<file path="src/rtl/mm_pkg.sv">
// Shared types and constants for the matrix-multiply job sequencer.
// The descriptor is packed as {base, res, tag}.
package mm_pkg;

  localparam int ADDR_W_DEF  = 16;
  localparam int TAG_W_DEF   = 4;
  localparam int DEPTH_DEF   = 4;
  localparam int CNT_W_DEF   = 16;
  localparam int TIMEOUT_DEF = 1024;

  typedef enum logic [1:0] {
    IDLE,
    LAUNCH,
    RUN,
    REPORT
  } state_e;

  localparam logic [1:0] STS_OK      = 2'b00;
  localparam logic [1:0] STS_TIMEOUT = 2'b01;
  localparam logic [1:0] STS_ABORT   = 2'b10;

  function automatic int desc_w(input int aw, input int tw);
    return 2 * aw + tw;
  endfunction

endpackage

</file>
<file path="src/rtl/mm_job_fifo.sv">
// Descriptor queue for the job sequencer.
// Flush beats push and pop, and a full queue never accepts a push.
module mm_job_fifo
  import mm_pkg::*;
#(
  parameter int W     = 36,
  parameter int DEPTH = 4,
  localparam int AW   = $clog2(DEPTH),
  localparam int CW   = AW + 1
) (
  input  logic          clk,
  input  logic          rst_n,
  input  logic          push,
  input  logic          pop,
  input  logic          flush,
  input  logic [W-1:0]  din,
  output logic [W-1:0]  dout,
  output logic          full,
  output logic          empty,
  output logic [CW-1:0] count
);

  logic [W-1:0]  mem_q [DEPTH];
  logic [AW-1:0] wr_q, wr_d;
  logic [AW-1:0] rd_q, rd_d;
  logic [CW-1:0] cnt_q, cnt_d;
  logic          do_push, do_pop;

  assign full    = (cnt_q == CW'(DEPTH));
  assign empty   = (cnt_q == '0);
  assign count   = cnt_q;
  assign dout    = mem_q[rd_q];
  assign do_push = push & ~full & ~flush;
  assign do_pop  = pop & ~empty & ~flush;

  always_comb begin
    wr_d  = wr_q;
    rd_d  = rd_q;
    cnt_d = cnt_q;
    if (flush) begin
      wr_d  = '0;
      rd_d  = '0;
      cnt_d = '0;
    end else begin
      wr_d  = wr_q + AW'(do_push);
      rd_d  = rd_q + AW'(do_pop);
      cnt_d = cnt_q + CW'(do_push) - CW'(do_pop);
    end
  end

  always_ff @(posedge clk) begin
    if (!rst_n) begin
      wr_q  <= '0;
      rd_q  <= '0;
      cnt_q <= '0;
    end else begin
      wr_q  <= wr_d;
      rd_q  <= rd_d;
      cnt_q <= cnt_d;
    end
  end

  always_ff @(posedge clk) begin
    if (do_push) mem_q[wr_q] <= din;
  end

endmodule

</file>
<file path="src/rtl/mm_job_sequencer.sv">
// Launch controller: queues job descriptors, starts the accelerator
// one job at a time and returns a status record per finished job.
module mm_job_sequencer
  import mm_pkg::*;
#(
  parameter int ADDR_W  = ADDR_W_DEF,
  parameter int TAG_W   = TAG_W_DEF,
  parameter int DEPTH   = DEPTH_DEF,
  parameter int CNT_W   = CNT_W_DEF,
  parameter int TIMEOUT = TIMEOUT_DEF
) (
  input  logic              clk,
  input  logic              rst_n,
  input  logic              job_valid,
  output logic              job_ready,
  input  logic [ADDR_W-1:0] job_base_addr,
  input  logic [ADDR_W-1:0] job_res_addr,
  input  logic [TAG_W-1:0]  job_tag,
  output logic              acc_comp_enb,
  output logic [ADDR_W-1:0] acc_base_addr,
  output logic [ADDR_W-1:0] acc_res_addr,
  input  logic              acc_busyb,
  input  logic              acc_done,
  input  logic              abort,
  output logic              sts_valid,
  input  logic              sts_ready,
  output logic [TAG_W-1:0]  sts_tag,
  output logic [1:0]        sts_code,
  output logic [CNT_W-1:0]  sts_cycles,
  output logic              idle
);

  localparam int DW = desc_w(ADDR_W, TAG_W);
  localparam int CW = $clog2(DEPTH) + 1;

  logic [DW-1:0]     f_din, f_dout;
  logic              f_push, f_pop;
  logic              f_full, f_empty;
  logic [CW-1:0]     f_count;
  logic [ADDR_W-1:0] q_base, q_res;
  logic [TAG_W-1:0]  q_tag;

  state_e            state_q, state_d;
  logic [ADDR_W-1:0] base_q, base_d;
  logic [ADDR_W-1:0] res_q, res_d;
  logic [TAG_W-1:0]  tag_q, tag_d;
  logic [CNT_W-1:0]  cnt_q, cnt_d, cnt_nxt;
  logic [TAG_W-1:0]  sts_tag_q, sts_tag_d;
  logic [1:0]        sts_code_q, sts_code_d;
  logic [CNT_W-1:0]  sts_cyc_q, sts_cyc_d;
  logic              timeout;

  assign f_din  = {job_base_addr, job_res_addr, job_tag};
  assign {q_base, q_res, q_tag} = f_dout;
  assign f_push = job_valid & ~f_full & ~abort;

  mm_job_fifo #(
    .W     (DW),
    .DEPTH (DEPTH)
  ) u_fifo (
    .clk   (clk),
    .rst_n (rst_n),
    .push  (f_push),
    .pop   (f_pop),
    .flush (abort),
    .din   (f_din),
    .dout  (f_dout),
    .full  (f_full),
    .empty (f_empty),
    .count (f_count)
  );

  // cnt reads 1 in the launch cycle, so it counts launch..end inclusive
  assign cnt_nxt = (&cnt_q) ? cnt_q : cnt_q + CNT_W'(1);
  assign timeout = (cnt_q == CNT_W'(TIMEOUT));

  always_comb begin
    state_d    = state_q;
    base_d     = base_q;
    res_d      = res_q;
    tag_d      = tag_q;
    cnt_d      = cnt_q;
    sts_tag_d  = sts_tag_q;
    sts_code_d = sts_code_q;
    sts_cyc_d  = sts_cyc_q;
    f_pop      = 1'b0;
    unique case (state_q)
      IDLE: begin
        if (!f_empty && acc_busyb && !abort) begin
          f_pop   = 1'b1;
          base_d  = q_base;
          res_d   = q_res;
          tag_d   = q_tag;
          cnt_d   = CNT_W'(1);
          state_d = LAUNCH;
        end
      end
      LAUNCH: begin
        cnt_d   = cnt_nxt;
        state_d = RUN;
      end
      RUN: begin
        cnt_d = cnt_nxt;
        if (acc_done || timeout || abort) begin
          sts_tag_d = tag_q;
          sts_cyc_d = cnt_q;
          state_d   = REPORT;
          if (acc_done)     sts_code_d = STS_OK;
          else if (timeout) sts_code_d = STS_TIMEOUT;
          else              sts_code_d = STS_ABORT;
        end
      end
      REPORT: begin
        if (sts_ready) state_d = IDLE;
      end
      default: state_d = IDLE;
    endcase
  end

  always_ff @(posedge clk) begin
    if (!rst_n) begin
      state_q    <= IDLE;
      base_q     <= '0;
      res_q      <= '0;
      tag_q      <= '0;
      cnt_q      <= '0;
      sts_tag_q  <= '0;
      sts_code_q <= '0;
      sts_cyc_q  <= '0;
    end else begin
      state_q    <= state_d;
      base_q     <= base_d;
      res_q      <= res_d;
      tag_q      <= tag_d;
      cnt_q      <= cnt_d;
      sts_tag_q  <= sts_tag_d;
      sts_code_q <= sts_code_d;
      sts_cyc_q  <= sts_cyc_d;
    end
  end

  assign job_ready     = ~f_full;
  assign acc_comp_enb  = (state_q == LAUNCH);
  assign acc_base_addr = base_q;
  assign acc_res_addr  = res_q;
  assign sts_valid     = (state_q == REPORT);
  assign sts_tag       = sts_tag_q;
  assign sts_code      = sts_code_q;
  assign sts_cycles    = sts_cyc_q;
  assign idle          = (state_q == IDLE) && (f_count == '0);

endmodule

</file>
<file path="config.mk">
export PLATFORM = sky130hd
export DESIGN_NAME = mm_job_sequencer
export DESIGN_NICKNAME = d
export VERILOG_FILES = /design/src/rtl/mm_pkg.sv /design/src/rtl/mm_job_fifo.sv /design/src/rtl/mm_job_sequencer.sv
export SDC_FILE = /design/constraint.sdc
export NUM_CORES = 1
export LEC_CHECK = 0
export BUFFER_PORTS_ARGS = -buffer_cell sky130_fd_sc_hd__buf_2
export CAP_MARGIN = 20
export CELL_PAD_IN_SITES_DETAIL_PLACEMENT = 2
export CELL_PAD_IN_SITES_GLOBAL_PLACEMENT = 2
export CORE_MARGIN = 2
export CORE_UTILIZATION = 41
export DETAILED_ROUTE_END_ITERATION = 8
export GPL_TIMING_DRIVEN = 0
export PLACE_DENSITY_LB_ADDON = 0.1
export SKIP_LAST_GASP = 1
export SLEW_MARGIN = 20
export SYNTH_ARGS = -nofsm -noshare
export SYNTH_HDL_FRONTEND = slang
export SYNTH_HIERARCHICAL = 1
export SYNTH_SLANG_ARGS = --single-unit
export TNS_END_PERCENT = 10
</file>
<file path="constraint.sdc">
create_clock -name clk -period 8.7 [get_ports clk]
set_clock_uncertainty 0.1 [all_clocks]
set_input_delay 1.74 -clock clk [delete_from_list [all_inputs] [get_ports clk]]
set_output_delay 1.74 -clock clk [all_outputs]
set_load 0.05 [all_outputs]
</file>
==> impl_metrics.toml <==
[status]
outcome = "finished clean"

[setup_path]
critPathArrivalTime_ns = 5.08
worstPathMaxFanout = 15
critPathTopFamily = "buffers and inverters"
crit_buf_inv = 4
worst-path-stages = 11
cp-start-kind = "primary input"
critical_path_required_ns = 9.03
crit_path_cell_trace = "buf_2, nor2_1, nand3_1, inv_2, clkbuf_1, clkbuf_1, o31ai_1, a2111oi_0, ha_1, fa_1, and2_1"
crit_slowest_cell = "clkbuf_1"
critPathKind = "in2reg"
end_kind = "flop"
cpPeakStageDelay_ns = 0.60
crit_top_cell = "clkbuf_1"
worst-r2r-cell-count = 11

[final_layout]
antenna_cells = 0
layout-drive-gt1-share_pct = 29.1
nets = 827
area_growth_pct = 22.8
n_fill_cell = 2002
fin_area_um2 = 10900

[place]
hpwl_mm = 18.1
gp_congestion = 0.807
io_buffers = 100
dpl_cell_area_um2 = 9940

[sta]
setup_tns_ns = 0
fin_crit_sh_pct = 54.6
hold_viol = 0
slew_headroom_pct = 48.1
setup_viol = 0
tightest_slew_ns = 0.772
rsz0062_at_grt = "false"
drv_slew = 0
max_freq_mhz = 210
min_period_ns = 4.75

[power_and_ir_drop]
p_per_area_nw_per_um2 = 226
p_leak_uw = 0.00386
p_total_uw = 2460
ir_drop_v = 0.000217

[worst_hold_path]
min_path_cells = 2
hold_path.class = "reg2reg"

[routing]
antenna_left = 0
drt_first_pass_iters = 4
drt_iter0_drc = 266
drt_wl_total_mm = 26.4
routedWlPerCell_um = 24.7
via_per_inst = 5.52
drc = 0
num_vias = 5899

[global_routing]
grt_pass1_wl_mm = 40.3
grt_pass1_vias = 6715
grt-ovfl-total = 0
grt-busiest-layer = "met2"
grt_usage_pct = 23.8
grt_use_met1_pct = 28.6
use_met3_pct = 3.22
antenna_found_initial = 1
grt_use_met2_pct = 44.9
grt_max_degree = 16

[die]
die_y_um = 151
core-area_um2 = 21100
dieArea_um2 = 22800
start_util_pct = 42.0
fp.dieW_um = 151
io_pins = 101
rows = 53

[clock_network]
cts_root_buf = "clkbuf_16"
cts_post_setup_buffers_inserted = 0
cts_buffer_depth = 3
ctsResizeCount = 0
clk_pin_slew_ns = 0.06
numCtsBuffers = 25
h-tree-depth = 1
cts_tree = "yes"
clk_latency_ns = 0.53
postCtsHoldBufs = 0
clock_sinks = 227

[logic_synthesis]
synth_nets = 672
ys_seq_area_share_pct = 67.5
avgSynthCellArea_um2 = 14.3
netlist_area_um2 = 8860
synth_edf_count = 144
synth_warnings = 6
ys_dominant_reg_cell = "edfxtp_1"
synthArstFlopShare_pct = 0
yosysUniqueCellTypes = 58
synthCells = 620
synth-seq-cells = 227

[flow_run]
drv_cap = 0
[per-stage QoR]
stage          instances  utilization [%]  setup WS (ns)  hold WS, ns
2_1_floorplan        620                -           2.02        0.336
3_3_place_gp         995             46.0          -1.82        0.350
3_5_place_dp        1023             47.1           3.43        0.363
4_1_cts             1069             51.6           3.91        0.372
5_1_grt             1069             51.6           3.80        0.392
6_report            1069             51.6           3.95        0.367
[cells in the mapped netlist, types with 5 or more instances]
cell type	number	share of area [%]
a21boi_0	36	3.0
a21oi_1	7	0.40
clkbuf_1	23	0.97
dfxtp_1	83	19
edfxtp_1	144	49
ha_1	8	1.1
inv_1	11	0.47
mux4_2	36	9.1
nand2_1	102	4.3
nand3_1	26	1.5
nand4_1	6	0.42
nor2_1	14	0.59
nor4_1	6	0.42
o21ai_0	24	1.4
or3b_2	5	0.49
xnor2_1	6	0.59
[where the power goes]
group	leakage [µW]	switching, µW	internal, µW	total [µW]
Sequential	0.00197	4.88	1150	1160
Combinational	0.00142	62.0	29.6	91.6
Clock	0.000465	449	761	1210
Total	0.00386	515	1940	2460
[placed cells by master, fill, tap and decap left out, types with 8 or more instances in the layout]
cell	n
o21ai_0	24
clkbuf_1	26
buf_4	12
nand3_1	26
inv_1	11
clkbuf_16	25
nor2_1	14
ha_1	8
a21boi_0	36
dfxtp_1	83
edfxtp_1	144
nand2_1	102
mux4_2	36
buf_2	119
[worst min-delay path, cell delays in order, from the launching register on]
cell	delay [ns]
dfxtp_1	0.31
nand2_1	0.05
a21boi_0	0.06
[cell type report]
cell class / count / area [µm²] / share of cell area [%]
clock buffers: 34 / 719 / 6.61
inverters: 12 / 45.0 / 0.414
multi-input cells: 346 / 2690 / 24.7
repair buffers: 128 / 696 / 6.39
flip-flops and latches: 227 / 5990 / 55.0
clock inverters: 12 / 231 / 2.13
plain buffers: 35 / 174 / 1.60
well taps: 275 / 344 / 3.16
[kinds of logic (layout without fill, tap and decap cells)]
family | after synthesis | in the layout | share of synthesized area [%]
fa+ha+maj | 9 | 9 | 1.36
flops | 227 | 227 | 67.5
compound gates | 95 | 95 | 7.31
simple gates | 194 | 194 | 10.8
xor+xnor | 8 | 8 | 0.960
mux | 40 | 40 | 9.60
buf+inv | 47 | 221 | 2.47
[flip-flops by register name (all words and copies together), names as in the netlist]
name / cells
u_fifo/mem_q: 144
sts_cycles: 16
u_fifo/count: 3
acc_base_addr: 16
state_q: 2
sts_tag: 4
acc_res_addr: 16
sts_code: 2
cnt_q: 16
u_fifo/wr_q: 2
u_fifo/rd_q: 2
tag_q: 4
[final timing paths]
check / slack (ns) / startpoint / endpoint
setup / recovery: 3.95 / abort / u_fifo/count[1]$_SDFF_PP0_
hold / removal: 0.37 / acc_res_addr[3]$_SDFFE_PN0P_ / acc_res_addr[3]$_SDFFE_PN0P_
setup reg to reg: 4.74 / u_fifo/count[1]$_SDFF_PP0_ / u_fifo/count[1]$_SDFF_PP0_
hold reg to reg: 0.37 / acc_res_addr[3]$_SDFFE_PN0P_ / acc_res_addr[3]$_SDFFE_PN0P_
[routing by layer]
layer | vias to the layer above | routed length [µm] | part of all wire, %
met5 | - | 13 | 0.049
met4 | 2 | 697 | 2.6
met3 | 49 | 864 | 3.3
met2 | 130 | 14100 | 54
met1 | 3065 | 10600 | 40
li1 | 2653 | - | -
Power figures use the tool's default switching activity.
